**config.mk**
```make
export PLATFORM = sky130hd
export DESIGN_NAME = sd_block_server_flat
export DESIGN_NICKNAME = d
export VERILOG_FILES = /design/src/rtl/sd_block_server_if.sv /design/src/rtl/sd_block_server.sv /design/src/flat_wrapper.sv
export SDC_FILE = /design/constraint.sdc
export NUM_CORES = 1
export LEC_CHECK = 0
export ABC_AREA = 1
export ABC_CLOCK_PERIOD_IN_PS = 1900
export CORE_MARGIN = 3
export CORE_UTILIZATION = 44
export DETAILED_ROUTE_END_ITERATION = 12
export PLACE_DENSITY = 0.81
export REMOVE_ABC_BUFFERS = 1
export SLEW_MARGIN = 40
export SYNTH_ARGS = -nofsm -noshare
export SYNTH_HDL_FRONTEND = slang
export SYNTH_SLANG_ARGS = --single-unit
```
**constraint.sdc**
```tcl
create_clock -name clk -period 1.9 [get_ports clk]
set_input_delay 0.19 -clock clk [delete_from_list [all_inputs] [get_ports clk]]
set_output_delay 0.19 -clock clk [all_outputs]
set_load 0.01 [all_outputs]
```
**src/rtl/sd_block_server_if.sv**
```systemverilog
// Block-server bus: initiator buffer side (sd_*) and backing-store byte port (mem_*).
// master = initiator/store environment, slave = the block server.
interface sd_block_server_if #(
    parameter int ADDR_W = 25
);
    logic [31:0]       sd_lba;
    logic              sd_rd;
    logic              sd_wr;
    logic              sd_ack;
    logic [8:0]        sd_buff_addr;
    logic [7:0]        sd_buff_dout;
    logic              sd_buff_wr;
    logic [7:0]        sd_buff_din;
    logic [ADDR_W-1:0] mem_addr;
    logic              mem_rd;
    logic              mem_wr;
    logic [7:0]        mem_din;
    logic [7:0]        mem_dout;
    logic              mem_ready;

    modport master (
        output sd_lba, sd_rd, sd_wr, sd_buff_din, mem_dout, mem_ready,
        input  sd_ack, sd_buff_addr, sd_buff_dout, sd_buff_wr,
        input  mem_addr, mem_rd, mem_wr, mem_din
    );

    modport slave (
        input  sd_lba, sd_rd, sd_wr, sd_buff_din, mem_dout, mem_ready,
        output sd_ack, sd_buff_addr, sd_buff_dout, sd_buff_wr,
        output mem_addr, mem_rd, mem_wr, mem_din
    );
endinterface

```
**src/rtl/sd_block_server.sv**
```systemverilog
// Serves 512-byte blocks between an SD-style initiator buffer and a byte store.
// Optional write protect: define SD_BLOCK_WP_EN to add the img_readonly input.
module sd_block_server #(
    parameter int ADDR_W = 25
) (
    input  logic clk,
    input  logic reset,
`ifdef SD_BLOCK_WP_EN
    input  logic img_readonly,
`endif
    sd_block_server_if.slave bus
);
    typedef enum logic [2:0] {
        IDLE, RD_REQ, RD_WAIT, RD_PUT,
        WR_ADDR, WR_CAP, WR_WAIT, DONE
    } state_t;

    state_t             state;
    logic [ADDR_W-10:0] lba;
    logic [8:0]         offset;
    logic               was_wr;
    logic               last;
    logic               wp;

    assign last = (offset == 9'd511);
    assign bus.mem_addr = {lba, offset};

`ifdef SD_BLOCK_WP_EN
    always_ff @(posedge clk or posedge reset) begin
        if (reset)
            wp <= 1'b0;
        else if (state == IDLE && !bus.sd_rd && bus.sd_wr)
            wp <= img_readonly;
    end
`else
    assign wp = 1'b0;
`endif

    always_ff @(posedge clk or posedge reset) begin
        if (reset) begin
            state            <= IDLE;
            lba              <= '0;
            offset           <= '0;
            was_wr           <= 1'b0;
            bus.sd_ack       <= 1'b0;
            bus.sd_buff_addr <= '0;
            bus.sd_buff_dout <= '0;
            bus.sd_buff_wr   <= 1'b0;
            bus.mem_rd       <= 1'b0;
            bus.mem_wr       <= 1'b0;
            bus.mem_din      <= '0;
        end else begin
            bus.sd_buff_wr <= 1'b0;
            bus.mem_rd     <= 1'b0;
            bus.mem_wr     <= 1'b0;
            unique case (state)
                IDLE: begin
                    if (bus.sd_rd || bus.sd_wr) begin
                        lba              <= bus.sd_lba[ADDR_W-10:0];
                        offset           <= '0;
                        bus.sd_buff_addr <= '0;
                        bus.sd_ack       <= 1'b1;
                        was_wr           <= !bus.sd_rd;
                        state            <= bus.sd_rd ? RD_REQ : WR_ADDR;
                    end
                end
                RD_REQ: begin
                    bus.mem_rd <= 1'b1;
                    state      <= RD_WAIT;
                end
                RD_WAIT: begin
                    if (bus.mem_ready) begin
                        bus.sd_buff_dout <= bus.mem_dout;
                        state            <= RD_PUT;
                    end
                end
                RD_PUT: begin
                    bus.sd_buff_wr   <= 1'b1;
                    bus.sd_buff_addr <= offset;
                    offset           <= offset + 9'd1;
                    if (last) begin
                        bus.sd_ack <= 1'b0;
                        state      <= DONE;
                    end else begin
                        state <= RD_REQ;
                    end
                end
                WR_ADDR: begin
                    bus.sd_buff_addr <= offset;
                    state            <= WR_CAP;
                end
                WR_CAP: begin
                    bus.mem_din <= bus.sd_buff_din;
                    bus.mem_wr  <= !wp;
                    state       <= WR_WAIT;
                end
                WR_WAIT: begin
                    // Buffer address moves here so sd_buff_din has settled by WR_CAP.
                    if (bus.mem_ready || wp) begin
                        offset <= offset + 9'd1;
                        if (last) begin
                            bus.sd_ack <= 1'b0;
                            state      <= DONE;
                        end else begin
                            bus.sd_buff_addr <= offset + 9'd1;
                            state            <= WR_ADDR;
                        end
                    end
                end
                DONE: begin
                    // Wait for the served request level to drop; a still-pending
                    // request of the other kind is then accepted from IDLE.
                    if (was_wr ? !bus.sd_wr : !bus.sd_rd)
                        state <= IDLE;
                end
                default: state <= IDLE;
            endcase
        end
    end
endmodule

```
**src/flat_wrapper.sv**
```systemverilog
// flat-port wrapper written by rule: the top's interface ports become plain ports
module sd_block_server_flat 
#(
    parameter int ADDR_W = 25
)
  (clk, reset, bus_sd_lba, bus_sd_rd, bus_sd_wr, bus_sd_buff_din, bus_mem_dout, bus_mem_ready, bus_sd_ack, bus_sd_buff_addr, bus_sd_buff_dout, bus_sd_buff_wr, bus_mem_addr, bus_mem_rd, bus_mem_wr, bus_mem_din);
  sd_block_server_if #(.ADDR_W(ADDR_W)) bus_i ();
  input  logic clk;
  input  logic reset;
  input wire logic [$bits(bus_i.sd_lba)-1:0] bus_sd_lba;
  input wire logic [$bits(bus_i.sd_rd)-1:0] bus_sd_rd;
  input wire logic [$bits(bus_i.sd_wr)-1:0] bus_sd_wr;
  input wire logic [$bits(bus_i.sd_buff_din)-1:0] bus_sd_buff_din;
  input wire logic [$bits(bus_i.mem_dout)-1:0] bus_mem_dout;
  input wire logic [$bits(bus_i.mem_ready)-1:0] bus_mem_ready;
  output wire logic [$bits(bus_i.sd_ack)-1:0] bus_sd_ack;
  output wire logic [$bits(bus_i.sd_buff_addr)-1:0] bus_sd_buff_addr;
  output wire logic [$bits(bus_i.sd_buff_dout)-1:0] bus_sd_buff_dout;
  output wire logic [$bits(bus_i.sd_buff_wr)-1:0] bus_sd_buff_wr;
  output wire logic [$bits(bus_i.mem_addr)-1:0] bus_mem_addr;
  output wire logic [$bits(bus_i.mem_rd)-1:0] bus_mem_rd;
  output wire logic [$bits(bus_i.mem_wr)-1:0] bus_mem_wr;
  output wire logic [$bits(bus_i.mem_din)-1:0] bus_mem_din;
  assign bus_i.sd_lba = bus_sd_lba;
  assign bus_i.sd_rd = bus_sd_rd;
  assign bus_i.sd_wr = bus_sd_wr;
  assign bus_i.sd_buff_din = bus_sd_buff_din;
  assign bus_i.mem_dout = bus_mem_dout;
  assign bus_i.mem_ready = bus_mem_ready;
  assign bus_sd_ack = bus_i.sd_ack;
  assign bus_sd_buff_addr = bus_i.sd_buff_addr;
  assign bus_sd_buff_dout = bus_i.sd_buff_dout;
  assign bus_sd_buff_wr = bus_i.sd_buff_wr;
  assign bus_mem_addr = bus_i.mem_addr;
  assign bus_mem_rd = bus_i.mem_rd;
  assign bus_mem_wr = bus_i.mem_wr;
  assign bus_mem_din = bus_i.mem_din;
  sd_block_server #(.ADDR_W(ADDR_W)) u_core (.clk(clk), .reset(reset), .bus(bus_i));
endmodule
```
; ---- After elaboration in Yosys (flattened, before gate mapping)
; Cells that the tools add are included.
[totals]
out_inout_bits = 54
word_cells = 59
regBits = 58
inputBits = 53
[op_classes]
n_eq_ne = 13
n_addsub = 1
n_reduce_logical = 12
muxes = 22
[op_table]
columns = cell, count
row1 = one-hot mux 9 bit (3 select lines), 2
row2 = 2-to-1 mux 9 bit, 4
row3 = one-hot mux 3 bit (8 select lines), 1
row4 = 2-to-1 mux 3 bit, 6
row5 = == test 3 bit (second input constant), 4
row6 = adder 9 x 1 -> 9 bit (second input constant), 1
row7 = == test 9 bit (second input constant), 1
row8 = AND reduction 4 bit, 2
row9 = 2-to-1 mux 1 bit, 7
row10 = == test 3 x 2 -> 1 bit (second input constant), 2
row11 = != test 2 bit (second input constant), 3
row12 = nonzero test 3 bit, 2
row13 = != test 2 x 1 -> 1 bit (second input constant), 2
row14 = AND reduction 2 bit, 2
row15 = == test 3 x 1 -> 1 bit (second input constant), 1
row16 = logical NOT 3 bit, 1
row17 = one-hot mux 1 bit (3 select lines), 1
row18 = AND reduction 3 bit, 1
row19 = logical NOT 1 bit, 2
row20 = 2-to-1 mux 2 bit, 1
row21 = OR reduction 2 bit, 1
row22 = logical OR 1 bit, 1

; ---- Logic depth before layout (Yosys ltp)
; Gate-level depths: netlist of the first run.
[logic_depth]
depth_word = 4
mapped_depth = 11
mapped_depth_nobuf = 11

; ---- Least setup slack after synthesis of the first run
; No wires, ideal clock.
[synth_path]
kind = reg-to-reg
startpoint = register u_core.offset[0]
endpoint = register u_core.bus.sd_buff_addr[0]
arrival_ns = 1.597
setup_slack_ns = 0.238
setup_ns = 0.065
path_stages_with_launch = 12
path_cell_list = dfrtp_1 > ha_1 > nand2_1 > inv_1 > nand3_1 > nor2_1 > ha_1 > nand2_2 > nand2_2 > nor2_4 > nand2_1 > nand2_1
[synth_between]
elab_chain_cells = 4
[synth_rtl]
columns = item, line
row1 = start: declaration, sd_block_server.sv:20  ; logic [8:0] offset;
row2 = start signal: assignment, sd_block_server.sv:80  ; offset <= offset + 9'd1;
row3 = start signal: assignment, sd_block_server.sv:100  ; offset <= offset + 9'd1;
row4 = adder 9 x 1 -> 9 bit, sd_block_server.sv:105  ; bus.sd_buff_addr <= offset + 9'd1;
row5 = 2-to-1 mux 9 bit, sd_block_server.sv:101  ; if (last) begin
row6 = 2-to-1 mux 9 bit, sd_block_server.sv:99  ; if (bus.mem_ready || wp) begin
row7 = one-hot mux 9 bit (3 select lines), sd_block_server.sv:56  ; unique case (state)
row8 = end signal: assignment, sd_block_server.sv:79  ; bus.sd_buff_addr <= offset;
row9 = end signal: assignment, sd_block_server.sv:89  ; bus.sd_buff_addr <= offset;
row10 = end signal: assignment, sd_block_server.sv:105
row11 = end: declaration, sd_block_server_if.sv:29  ; output sd_ack, sd_buff_addr, sd_buff_dout, sd_buff_wr,
; Several ways; a longest one is shown, not always the timed one. The select of a mux whose other input is x is not followed.
; A chain may end at the register's enable or synchronous reset.

; ---- Worst setup path after layout of the first run
[layout_path]
startpoint = register u_core.offset[4]
endpoint = register u_core.bus.sd_buff_addr[3]
[layout_between]
elab_chain_cells = 3
[layout_rtl]
columns = item, line
row1 = == test 9 bit, sd_block_server.sv:25  ; assign last = (offset == 9'd511);
row2 = != test 2 bit (no source line), --
row3 = AND reduction 4 bit (no source line), --
; No other way between the ends.

==> results of run 1 <==
## tightest hold or removal path, stage by stage
cell             delay (ns)
clkdlybuf4s50_1        0.42
inv_2                  0.08
buf_12                 0.27
## sequential cells by signal (all words and copies together) (netlist names), 3 cells and up
register,count
u_core.bus.mem_din,8
u_core.bus.sd_buff_dout,8
u_core.bus.sd_buff_addr,9
u_core.state,3
u_core.lba,16
u_core.offset,9
## worst max path at each step
stage	to	depth (start not counted)
floorplan	u_core.bus.sd_buff_addr[0]$_DFFE_PP0P_	11
detailed placement	u_core.bus.sd_buff_addr[2]$_DFFE_PP0P_	10
global route	u_core.bus.sd_buff_addr[1]$_DFFE_PP0P_	9
global placement	u_core.bus.sd_buff_addr[8]$_DFFE_PP0P_	11
finish	u_core.bus.sd_buff_addr[3]$_DFFE_PP0P_	9
CTS	u_core.bus.sd_buff_addr[3]$_DFFE_PP0P_	9
## through the flow
step / instance area [µm²] / instances
2_1_floorplan: 2700 / 329
3_3_place_gp: 3770 / 500
3_5_place_dp: 3770 / 500
4_1_cts: 3940 / 516
5_1_grt: 3940 / 516
6_report: 3940 / 516
## power groups by stage
stage          logic, mW  clock network [mW]  registers (mW)
3_5_place_dp        2.60                   0            1.98
6_report            2.57               0.983            1.97
5_1_grt             2.85                1.07            2.03
2_1_floorplan       1.16                   0            2.16
3_3_place_gp        2.55                   0            1.96
4_1_cts             2.60                1.01            1.97
## final cells by class
class                      instances  area, µm²
tap                               72       90.1
fill                             490       1810
timing repair buffer              99        981
inverter                          20       80.1
multi-input combinational        251       1160
clock inverter                     6       32.5
clock buffer                      10        138
sequential                        58       1450
## synthesized netlist by cell type (all sizes together)
library cell / n
inv: 19
o31ai: 1
clkinv: 1
clkbuf: 2
nand3b: 3
a21oi: 1
xnor2: 1
nand2: 173
ha: 2
nand3: 37
o21ai: 14
nor2: 19
dfrtp: 58
buf: 2
## cell families (layout without fill, tap and decap cells)
family	Yosys count	in the layout
buffers and inverters	24	135
AOI/OAI and AO/OA	16	16
DFF	58	58
xor gates and xnor gates	1	1
adders and majority gates	2	2
and+or+nand+nor	232	232
## metal layers
| layer | vias up | track usage (%) | routed length (µm) |
|---|---|---|---|
| met4 | 0 | 9.64 | 134 |
| met5 | - | 0 | 0 |
| li1 | 1258 | - | - |
| met1 | 1165 | 22.8 | 2660 |
| met2 | 99 | 32.0 | 3100 |
| met3 | 11 | 8.83 | 712 |
==> impl_metrics.toml, run 1 <==
[cts]
cts_buffers = 9
holdBufCountCts = 0
ctsResizeCount = 0
cts_tree = "done"
clk_latency_ns = 0.34
cts_root_buf = "clkbuf_8"
clkTransAtPathRegs_ns = 0.06
h-tree-depth = 3
ctsLongestPathBuffers = 2
clkSinkCount = 58
cts_setup_buffers = 0

[final_layout]
final_core_util_pct = 68.5
antenna_cells = 0
area_growth_pct = 45.0
final_cell_mix = "166 x nand2_1, 90 x clkdlybuf4s50_1, 58 x dfrtp_1"
nets = 494
layout_commonest_cell = "nand2_1"
drive_above_1_share_pct = 11.5

[setup_path]
endpoint_kind = "register"
crit_path_max_fanout = 9
worst_r2r_startpoint = "u_core.offset[4]$_DFFE_PP0P_"
worstSetupStartpointType = "register"
cp_num_buf_inv = 0
r2r_cells = 9
max_stage_delay_ns = 0.45
cp-startpoint = "u_core.offset[4]$_DFFE_PP0P_"
r2r_slack_ns = 0.12
worstPathRequired_ns = 2.18
crit_slowest_cell = "dfrtp_1"
crit_type = "register to register"
cp_data_arrival_time_ns = 2.05
rr_endpoint = "u_core.bus.sd_buff_addr[3]$_DFFE_PP0P_"
path_common_cell = "nand2_1"
crit_family = "simple AND/OR/NAND/NOR gates"
crit_chain = "nand2_1, nor2_1, nand3_1, nor2_1, ha_1, nand2_2, nand3_2, nand2_1, nand2_1"

[synth]
synth_top_area_share_pct = 53.5
synthMuxAreaShare_pct = 0
syn_area_per_cell_um2 = 8.15
netlist_instances = 333
syn_area_um2 = 2720
synthAdderAreaFrac_pct = 0.922
synth_simple_gate_area_share_pct = 38.0
ys_ff_latch = 58
synth_compound_area_share_pct = 3.59
synth_cell_types = 27
synth_top_family_by_area = "simple AND/OR/NAND/NOR gates"
synthTopCellsByArea = "dfrtp_1 53%, nand2_1 23%, nand3_1 6.3%"
synth_area_leader_cell = "dfrtp_1"
synth-xor-area-share_pct = 0.323
yosysWarnings = 0
seq_area_frac_synth_pct = 53.5

[power]
power_frac_comb_pct = 46.6
pwr-share-clk_pct = 17.8
sw_frac_of_total_pct = 39.4
pwr-share-seq_pct = 35.6
powerDensity_nw_per_um2 = 1400
total_leakage_power_nw = 1.94
vdd_drop_max_uv = 861
internal_power_mw = 3.34
switching_power_mw = 2.17
p_total_mw = 5.52

[drt]
drt_wl_total_um = 6610
dr.pass1.iters = 4
wire_per_inst_um = 12.8
ant_nets = 0
post-route-drc-count = 0
drt-initial-drc-count = 176
vias = 2533
avgViaCountPerCell = 4.91

[placed_design]
hpwl_um = 4640
place.port_buffers = 90
gp_congestion = 0.882
place_ws_ns = 0.193

[global_route]
grt_pass1_wl_um = 11400
grt_max_degree = 59
grt_usage_pct = 20.0
antenna_found_initial = 0
gr-total-overflow = 0
grt_pass1_vias = 2605

[die]
rows = 27
die-area_um2 = 7150
die_y_um = 84.6
ios = 107
core-area_um2 = 5740
die_w_um = 84.6
initial_core_util_pct = 47.3

[hold_path]
hp-class = "primary input to asynchronous set/reset pin"

[job]
maxCapViolCount = 0

[timing]
worst_pin_slew_ns = 0.428
setup_violations = 0
finalSetupTns_ns = 0
slew_viol_final = 0
finalHoldViolCount = 0
slew_headroom_pct = 71.4
max_freq_mhz = 563
fin_crit_sh_pct = 93.5
setup_slack_ns = 0.123
rsz0062_at_grt = "no"
fin_skew_ns = 0.00603
fin_crit_ns = 1.78
holdWs_ns = 0.238

[status]
status = "finished, final reports clean"
Note: power is estimated with default switching activity, not from simulation.
==> inputs of run 2 (changes only) <==
- CTS_CLUSTER_DIAMETER: not set -> 60
==> results of run 2 <==
No change in the layout: final DEF, timing and power equal those of run 1.
==> inputs of run 3 (changes only) <==
- CORE_MARGIN: 3 -> not set
- PLACE_DENSITY: 0.81 -> 0.77
==> run 3 against run 2 <==
Wire length decreased by 6.6%. Non-clock buffer count unchanged. Combinational power hardly changed. Critical path type unchanged. Hold slack worse by 0.019 ns. Maximum frequency grew 5.3%. Sequential power is essentially flat. Power up 0.70%. First-iteration DRC count is 20% lower. Highest routed layer unchanged. Clock power is 6% higher.
==> impl_metrics.toml, run 3 (synthesis results as in run 1) <==
[hold_path]
hp-class = "primary input to asynchronous set/reset pin"

[timing]
finalSetupTns_ns = 0
rsz0062_at_grt = "no"
fin_crit_sh_pct = 88.8
slew_headroom_pct = 72.5
fin_crit_ns = 1.69
setup_violations = 0
fin_skew_ns = 0.00816
slew_viol_final = 0
finalHoldViolCount = 0
worst_pin_slew_ns = 0.412
max_freq_mhz = 593

[setup_path]
worst_r2r_startpoint = "u_core.offset[0]$_DFFE_PP0P_"
cp_data_arrival_time_ns = 1.96
crit_path_max_fanout = 9
worstSetupStartpointType = "register"
r2r_slack_ns = 0.21
r2r_cells = 11
crit_type = "register to register"
rr_endpoint = "u_core.bus.sd_buff_addr[7]$_DFFE_PP0P_"
worstSetupEndpoint = "u_core.bus.sd_buff_addr[7]$_DFFE_PP0P_"
cp-startpoint = "u_core.offset[0]$_DFFE_PP0P_"
endpoint_kind = "register"
worstPathRequired_ns = 2.17

[die]
die_y_um = 80.6
die_w_um = 80.6
ios = 107
rows = 28
core-area_um2 = 5920
die-area_um2 = 6490
initial_core_util_pct = 45.9

[power]
vdd_drop_max_uv = 894
total_leakage_power_nw = 1.94
p_total_mw = 5.55
powerDensity_nw_per_um2 = 1410

[cts]
clkSinkCount = 58
holdBufCountCts = 0
clkTransAtPathRegs_ns = 0.06
cts_setup_buffers = 0
cts_buffers = 9
cts_tree = "done"
h-tree-depth = 3
cts_root_buf = "clkbuf_8"
ctsLongestPathBuffers = 2
ctsResizeCount = 0
clk_latency_ns = 0.34

[final_layout]
nets = 494
final_core_util_pct = 66.8
top_regs = "u_core.lba x16, u_core.bus.sd_buff_addr x9, u_core.offset x9"
layout_commonest_cell = "nand2_1"
area_growth_pct = 45.6
final_cell_mix = "166 x nand2_1, 90 x clkdlybuf4s50_1, 58 x dfrtp_1"
fillerInstances = 494
drive_above_1_share_pct = 11.0
largest_reg_flops = 16
antenna_cells = 0
max_flop_register = "u_core.lba"
postLayoutCellArea_um2 = 3950

[placed_design]
dpl-instance-area_um2 = 3770
hpwl_um = 4320
gp_congestion = 0.836
place.port_buffers = 90

[job]
maxCapViolCount = 0

[drt]
drt_wl_total_um = 6170
dr.pass1.iters = 5
wire_per_inst_um = 11.9
drt-initial-drc-count = 141
avgViaCountPerCell = 4.76
ant_nets = 0
post-route-drc-count = 0
vias = 2469

[global_route]
grt_usage_pct = 21.5
gr-total-overflow = 0
grt_max_degree = 59
antenna_found_initial = 0
grt_pass1_vias = 2433
grt_pass1_wl_um = 10500

[status]
status = "finished, final reports clean"
[run 3: cell types whose count changed in the layout (fill, tap and decap cells not counted), sizes merged]
| cell | change |
|---|---|
| clkbuf | +4 |
| clkinv | -3 |
| clkinvlp | -1 |
[run 3: per-stage QoR]
stage,hold slack [ns],instances,setup slack (ns)
2_1_floorplan,0.302,329,0.238
3_3_place_gp,0.453,503,0.226
3_5_place_dp,0.458,503,0.192
4_1_cts,0.240,519,0.191
5_1_grt,0.291,519,0.0503
6_report,0.219,519,0.212
[run 3: worst max-delay path, cell delays in order (launching register included)]
cell,delay (ns)
dfrtp_1,0.38
ha_1,0.22
nand2_1,0.07
inv_1,0.05
nand3_1,0.11
nor2_1,0.05
ha_1,0.22
nand2_2,0.11
nand2_2,0.07
nor2_4,0.20
nand2_1,0.08
nand2_1,0.06
[run 3: worst min-delay path by stage]
stage	startpoint	to	slack, ns
global route	reset	u_core.bus.mem_din[5]$_DFFE_PP0P_	0.29
detailed placement	u_core.lba[9]$_DFFE_PP0P_	u_core.lba[9]$_DFFE_PP0P_	0.46
finish	reset	u_core.bus.mem_rd$_DFF_PP0_	0.22
CTS	reset	u_core.state[2]$_DFFE_PP0P_	0.24
floorplan	bus_sd_rd	u_core.was_wr$_DFFE_PP0P_	0.30
global placement	u_core.lba[6]$_DFFE_PP0P_	u_core.lba[6]$_DFFE_PP0P_	0.45
[run 3: area by class of cell]
class                   count  area [µm²]  area share, %
inverters                  20        80.1           2.03
flip-flops and latches     58        1450           36.7
multi-input cells         251        1160           29.4
repair buffers             99         981           24.8
clock buffers              14         173           4.37
clock inverters             2        10.0          0.253
well taps                  75        93.8           2.37
[run 3: power by group]
part | switching (mW) | total [mW] | internal [mW]
clock | 0.465 | 1.04 | 0.577
sequential | 0.290 | 1.96 | 1.67
combinational | 1.38 | 2.55 | 1.18
total | 2.13 | 5.55 | 3.42
[run 3: layer usage]
layer | global-route usage [%] | vias up | wire length [µm]
met5 | 0 | - | 0
li1 | - | 1257 | -
met3 | 9.20 | 7 | 592
met2 | 35.4 | 88 | 2860
met1 | 24.9 | 1117 | 2650
met4 | 6.96 | 0 | 73
